$ cat src/rtl/if_id_skid_pkg.sv
// Shared definitions for the IF/ID skid stage: FSM encodings, bubble instruction, counter width.
// The optional fetch-stall counter is built when IF_ID_STALL_CNT_EN is defined.
package if_id_skid_pkg;

  typedef enum logic [1:0] {
    ST_EMPTY = 2'b00,
    ST_BUSY  = 2'b01,
    ST_FULL  = 2'b10
  } if_id_state_e;

  localparam logic [15:0] IF_ID_NOP   = 16'h0800;
  localparam int          STALL_CNT_W = 16;

endpackage

$ cat src/rtl/if_id_skid_entry.sv
// One {instr, pc2} holding entry; a plain enable register with no reset, since
// the stage's state decides whether its contents are ever visible.
module if_id_entry #(
  parameter int W = 32
) (
  input  logic         clk,
  input  logic         en_i,
  input  logic [W-1:0] d_i,
  output logic [W-1:0] q_o
);

  logic [W-1:0] data_q;

  always_ff @(posedge clk) begin
    if (en_i) data_q <= d_i;
  end

  assign q_o = data_q;

endmodule

$ cat src/rtl/if_id_skid_stage.sv
// IF/ID stage with a main entry and one skid entry; ready/valid come from state only.
// Optional fetch-stall counter on stall_cnt when IF_ID_STALL_CNT_EN is defined.
module if_id_skid_stage
  import if_id_skid_pkg::*;
#(
  parameter int                 DATA_W    = 16,
  parameter logic [DATA_W-1:0]  NOP_INSTR = DATA_W'(IF_ID_NOP)
) (
  input  logic              clk,
  input  logic              rst,
  input  logic              flush,
  input  logic              in_valid,
  output logic              in_ready,
  input  logic [DATA_W-1:0] in_instr,
  input  logic [DATA_W-1:0] in_pc2,
  output logic              out_valid,
  input  logic              out_ready,
  output logic [DATA_W-1:0] out_instr,
  output logic [DATA_W-1:0] out_pc2
`ifdef IF_ID_STALL_CNT_EN
  , output logic [STALL_CNT_W-1:0] stall_cnt
`endif
);

  localparam int EW = 2 * DATA_W;

  if_id_state_e  state_q;
  logic          in_fire, out_fire, upd;
  logic          main_en, skid_en;
  logic [EW-1:0] main_d, main_q, skid_q, in_ent;

  assign out_valid = (state_q != ST_EMPTY);
  assign in_ready  = (state_q != ST_FULL);
  assign in_fire   = in_valid & in_ready;
  assign out_fire  = out_valid & out_ready;
  assign upd       = rst & ~flush;
  assign in_ent    = {in_instr, in_pc2};

  // Main refills from the skid when draining FULL, otherwise from fetch.
  always_comb begin
    main_en = 1'b0;
    skid_en = 1'b0;
    main_d  = in_ent;
    unique case (state_q)
      ST_EMPTY: main_en = upd & in_fire;
      ST_BUSY: begin
        main_en = upd & in_fire & out_fire;
        skid_en = upd & in_fire & ~out_fire;
      end
      ST_FULL: begin
        main_en = upd & out_fire;
        main_d  = skid_q;
      end
      default: ;
    endcase
  end

  if_id_entry #(.W(EW)) u_main (
    .clk  (clk),
    .en_i (main_en),
    .d_i  (main_d),
    .q_o  (main_q)
  );

  if_id_entry #(.W(EW)) u_skid (
    .clk  (clk),
    .en_i (skid_en),
    .d_i  (in_ent),
    .q_o  (skid_q)
  );

  always_ff @(posedge clk) begin
    if (!rst) begin
      state_q <= ST_EMPTY;
    end else if (flush) begin
      state_q <= ST_EMPTY;
    end else begin
      unique case (state_q)
        ST_EMPTY: if (in_fire) state_q <= ST_BUSY;
        ST_BUSY: begin
          if (in_fire && !out_fire)      state_q <= ST_FULL;
          else if (!in_fire && out_fire) state_q <= ST_EMPTY;
        end
        ST_FULL:  if (out_fire) state_q <= ST_BUSY;
        default:  state_q <= ST_EMPTY;
      endcase
    end
  end

  assign out_instr = out_valid ? main_q[EW-1:DATA_W] : NOP_INSTR;
  assign out_pc2   = out_valid ? main_q[DATA_W-1:0]  : '0;

`ifdef IF_ID_STALL_CNT_EN
  logic [STALL_CNT_W-1:0] stall_cnt_q;

  // Flush deliberately leaves the count alone; only reset clears it.
  always_ff @(posedge clk) begin
    if (!rst)
      stall_cnt_q <= '0;
    else if (in_valid && !in_ready && stall_cnt_q != {STALL_CNT_W{1'b1}})
      stall_cnt_q <= stall_cnt_q + 1'b1;
  end

  assign stall_cnt = stall_cnt_q;
`endif

endmodule

$ cat config.mk
export PLATFORM = sky130hd
export DESIGN_NAME = if_id_skid_stage
export DESIGN_NICKNAME = d
export VERILOG_FILES = /design/src/rtl/if_id_skid_pkg.sv /design/src/rtl/if_id_skid_entry.sv /design/src/rtl/if_id_skid_stage.sv
export SDC_FILE = /design/constraint.sdc
export NUM_CORES = 1
export LEC_CHECK = 0
export CAP_MARGIN = 40
export CORE_MARGIN = 4
export CORE_UTILIZATION = 46
export DETAILED_ROUTE_END_ITERATION = 8
export HOLD_SLACK_MARGIN = 0.02
export PLACE_DENSITY = 0.76
export SYNTH_ARGS = -nofsm -noshare
export SYNTH_HDL_FRONTEND = slang
export SYNTH_SLANG_ARGS = --single-unit
$ cat constraint.sdc
create_clock -name clk -period 11.5 [get_ports clk]
set_input_delay 1.15 -clock clk [delete_from_list [all_inputs] [get_ports clk]]
set_output_delay 1.15 -clock clk [all_outputs]
set_load 0.01 [all_outputs]
* Yosys cells after proc, flatten, opt, wreduce, memory -nomap -nowiden
Index checks and enable logic that the tools add are counted.
** Storage, ports and cells
- Bits in registers :: 66
- Logic and storage cells :: 37
** Cells by class
- Equal/unequal tests :: 6
- Muxes and demuxes :: 10
- Bitwise logic cells :: 10
- Reduce and logical (&&, ||, !) cells :: 8
** Operators by type and width (count)
- 2-to-1 mux 16 bit :: 2
- 2-to-1 mux 32 bit :: 1
- 2-to-1 mux 2 bit :: 4
- bitwise AND 1 bit :: 7
- inequality test 2 bit (second input constant) :: 3
- one-hot mux 2 bit (3 select lines) :: 1
- inequality test 3 bit (second input constant) :: 1
- inverter 1 bit :: 3
- one-hot mux 1 bit (3 select lines) :: 1
- AND reduction 3 bit :: 1
- == test 2 x 1 -> 1 bit (second input constant) :: 1
- == test 2 bit (second input constant) :: 1
- logical AND 1 bit :: 2
- zero test 1 bit :: 2
- zero test 2 bit :: 1
- nonzero test 2 bit :: 1
- OR reduction 2 bit :: 1
- 2-to-1 mux 1 bit :: 1

* Depth between registers and ports, before layout
- Word-level depth :: 7
- Gate-level depth with buffers :: 9

* Hierarchy
Synthesis repeated with hierarchy kept, for this count alone.
** Second synthesis, totals
- Cell total of the unflattened synthesis :: 164
- Area total of the unflattened synthesis :: 2810.2 sq um
** Modules (own cells, without submodules)
- if_id_entry :: instances 2, cells an instance 32, area an instance 960.9 sq um, sequential area each 960.9 sq um
- if_id_skid_stage :: instances 1, cells an instance 100, area an instance 888.4 sq um, sequential area each 40.0 sq um

* Worst setup path before layout
OpenSTA, ideal clock, no wires.
- Kind :: in2reg
- From :: in in_valid
- To :: reg u_main.data_q[0] (netlist: u_main.q_o[0]) (enable)
- Arrival time :: 4.447 ns
- Required time :: 10.999 ns
- Slack :: 6.552 ns
- Stages :: 3
- Buffers on the path :: 0
- Cell sequence :: nor2b_1 -> a21oi_1 -> nor4_1
** On the way
- Cells in the longest elaborated chain, start to end :: 4
** Ends and longest elaborated chain
- start: declaration :: line if_id_skid_stage.sv:12 : input logic in_valid,
- bitwise AND 1 bit * :: line if_id_skid_stage.sv:34 : assign in_fire = in_valid & in_ready;
- bitwise AND 1 bit * :: line if_id_skid_stage.sv:45, if_id_skid_stage.sv:47
- bitwise AND 1 bit :: line if_id_skid_stage.sv:47 : main_en = upd & in_fire & out_fire;
- one-hot mux 1 bit (3 select lines) * :: line if_id_skid_stage.sv:44 : unique case (state_q)
- via main_en :: line if_id_skid_stage.sv:29 : logic main_en, skid_en;
- end signal: assignment :: line if_id_skid_entry.sv:15 : if (en_i) data_q <= d_i;
- end: declaration :: line if_id_skid_entry.sv:12 : logic [W-1:0] data_q;
Mark *: on every way through the listed nets, which the timed path passes. The rest lies on a longest branch.
A chain may end at the register's enable or synchronous reset.

* Worst setup path in the final report
- From :: reg state_q[1]
- To :: out out_instr[11]
** On the way
- Cells in the longest elaborated chain, start to end :: 2
** Ends and longest elaborated chain
- start: declaration :: line if_id_skid_stage.sv:27 : if_id_state_e state_q;
- start signal: assignment :: line if_id_skid_stage.sv:74 : state_q <= ST_EMPTY;
- start signal: assignment :: line if_id_skid_stage.sv:76 : state_q <= ST_EMPTY;
- start signal: assignment :: line if_id_skid_stage.sv:79 : ST_EMPTY: if (in_fire) state_q <= ST_BUSY;
- nonzero test 2 bit :: line if_id_skid_stage.sv:32 : assign out_valid = (state_q != ST_EMPTY);
- 2-to-1 mux 16 bit :: line if_id_skid_stage.sv:90 : assign out_instr = out_valid ? main_q[EW-1:DATA_W] : NOP_INSTR;
- end: declaration :: line if_id_skid_stage.sv:18 : output logic [DATA_W-1:0] out_instr,
No other way between the ends.

==> summary.txt <==
Floorplanning
  – Initial core utilization: 0.475
  – Row count: 28
  – Die W: 86.2 um
  – Die Ht: 86.2 um
  – Core area: 5920 um2
  – Full die area: 7420 um2
  – I/O pin total: 71

Min path
  – Hold Crit Start: state_q[1]
  – Hold depth: 2
  – Hold WC Path Type: reg -> reg

Clock tree
  – TritonCTS clock tree: built
  – Sinks on Clock Net: 66
  – Clk root buf: clkbuf_8
  – H-tree depth: 3
  – Clock Path Buffers: 2
  – Hold buffers post-CTS: 0
  – Worst-skew pair later-pin latency: 0.33 ns
  – Post-CTS setup buffer count: 0
  – Clock Pin Slew Worst Setup and Hold Paths: 0.07 ns
  – Post-CTS sizing: 0
  – TritonCTS Buffers: 9

Worst setup path
  – Critical path type: reg -> out
  – Crit-path max cell delay: 0.49 ns
  – Reg2reg start: state_q[0]
  – Levels on crit path: 5
  – Critical Path, Cell by Cell: inv_1 -> ha_1 -> buf_4 -> or2_2 -> clkdlybuf4s50_1
  – Worst R2R Path Depth: 7
  – CP top delay family: buffers and inverters
  – WP buf/inv: 3
  – Worst-path fanout max: 26
  – Critical path origin: state_q[1]
  – CP startpoint kind: flop
  – CP max-delay cell: clkdlybuf4s50_1
  – Crit path capture type: output port
  – Worst Path Arrival: 2.26 ns
  – WP data required: 10.35 ns

Synth
  – Mapped Nets: 206
  – Adder-Cell Fraction of Synth Area: 0.0223
  – Largest family of logic cells by synthesized area: multiplexers
  – Post-synth top area cell: edfxtp_1
  – Yosys cell types: 23
  – Multiplexer share of the synthesized area: 0.132
  – Compound-Gate Fraction of Synth Area: 0.0183
  – Seq cells post-synth: 66
  – Largest cells by area after synthesis: edfxtp_1 (68%), mux2_2 (13%), nor2b_1 (5.6%)
  – Synthesized area: 2810 um2
  – Seq/Total Area, Yosys: 0.698
  – Mean Syn Cell Area: 17.1 um2
  – Synth top area share: 0.684
  – Synth Area in XOR/XNOR: 0
  – Syn. warnings: 0
  – Cell count after synthesis: 164
  – Synth Area in Simple Gates: 0.0993

Detailed routing
  – Remaining DRCs: 0
  – Avg WL per Cell: 15.8 um
  – Vias per cell: 4.89
  – Drt pass-1 iters: 2
  – Final WL: 5070 um
  – Remaining antenna violation count: 0
  – Drt first-iter violations: 44
  – Routed vias: 1569

STA
  – Final min period: 3.41 ns
  – Worst rel slew slack: 0.562
  – Slew @ Worst Pin: 0.657 ns
  – Setup violators final: 0
  – Period utilization: 0.297
  – WHS: 0.528 ns
  – Fin Setup TNS: 0 ns
  – Final Hold Viols: 0
  – Unrepaired setup endpoints after global routing: false
  – Max Fclk: 0.293 GHz
  – Setup Skew: 0.00517 ns
  – Fin. max-slew vios: 0

Layout
  – Area Overhead vs Synth: 33.6%
  – Most common cell after layout, fill and taps aside: clkdlybuf4s50_1
  – Final nets: 284
  – Final Cell Area: 3750 um2
  – Area occupied by multi-input gates: 772 um2
  – Fill cells: 436
  – Post-Layout Cell Count: 321
  – Most frequent cells in the layout: clkdlybuf4s50_1 (70), edfxtp_1 (64), mux2_2 (32)
  – Share of layout cells above drive strength 1: 0.232
  – ANT cells: 0
  – Storage cell area: 1960 um2

Global route
  – All-Layer GR Usage: 0.147
  – Gr ovfl total: 0
  – Initial antenna violation count: 0
  – Number of global-route vias before repair: 1631
  – Largest net degree at the start of global routing: 27
  – First-pass GRT wire length: 8100 um

Pwr
  – Power Density: 125 nW/um2
  – Peak VDD IR: 95.9 uV
  – Tot Pwr: 471 uW
  – LEAKAGE: 0.00127 uW

Placement
  – IO Port Bufs: 70
  – Area post-placement: 3600 um2
  – Final GP Congestion: 0.731
  – # placed instances: 306
  – HPWL Detailed: 3570 um

Run
  – Maxcap violations: 0

Outcome
  – Status: complete, no violations
-- cells by family (layout without fill, tap and decap cells) --
family                     Yosys count  after routing
AOI/OAI and AO/OA                    4              4
adders and majority gates            5              5
buffers and inverters               12             94
DFF                                 66             66
muxes                               33             33
and+or+nand+nor                     44             44
-- worst min-delay path, cell delays in order (launching register included) --
cell     delay [ns]
dfxtp_1        0.35
nand2_1        0.07
mux2i_1        0.06
-- final timing paths --
check	end	slack, ns
worst max-delay path	out_instr[11]	8.09
worst min register to register	state_q[1]	0.53
worst max register to register	u_skid.q_o[4]	8.71
worst min-delay path	state_q[1]	0.53
-- per-stage QoR --
stage | utilization | setup WS, ns
finish | 0.634 | 8.09
detailed placement | 0.609 | 8.26
global placement | 0.604 | 8.34
CTS | 0.634 | 8.02
floorplan | - | 6.55
global route | 0.634 | 7.88
-- cell type report --
class | instances | area share
flip-flops and latches | 66 | 0.523
clock inverters | 5 | 0.00600
inverters | 4 | 0.00467
well taps | 75 | 0.0250
repair buffers | 75 | 0.202
multi-input cells | 86 | 0.206
clock buffers | 10 | 0.0340
-- registers in the layout, summed over array words and instances (netlist names) --
register    flops
u_main.q_o     32
state_q         2
u_skid.q_o     32
-- synth_stat cells --
cell,instances
a21oi_1,2
nand3_1,1
nor2b_1,25
edfxtp_1,64
mux2i_1,1
inv_1,3
dfxtp_1,2
nand2b_1,1
nor4_1,1
o2111ai_4,1
clkbuf_1,3
and4_1,1
or2_2,1
buf_6,5
nor2_1,1
nand2_1,3
nand2_2,1
inv_4,1
nand2b_2,1
and2b_1,8
ha_1,5
mux2_2,32
a221oi_2,1
-- layer usage --
layer / part of all wire / global-route usage / vias up
met3: 0.069 / 0.0548 / 7
met5: 0 / 0 / -
li1: - / - / 758
met1: 0.44 / 0.188 / 752
met4: 0.012 / 0.0547 / 0
met2: 0.48 / 0.227 / 52
-- power breakdown --
part / switching, uW / internal (uW) / leakage (uW)
Combinational: 19.1 / 28.8 / 0.000589
Sequential: 1.02 / 269 / 0.000598
Clock: 78.2 / 74.3 / 0.0000808
Total: 98.3 / 373 / 0.00127
Power figures use the tool's default switching activity.
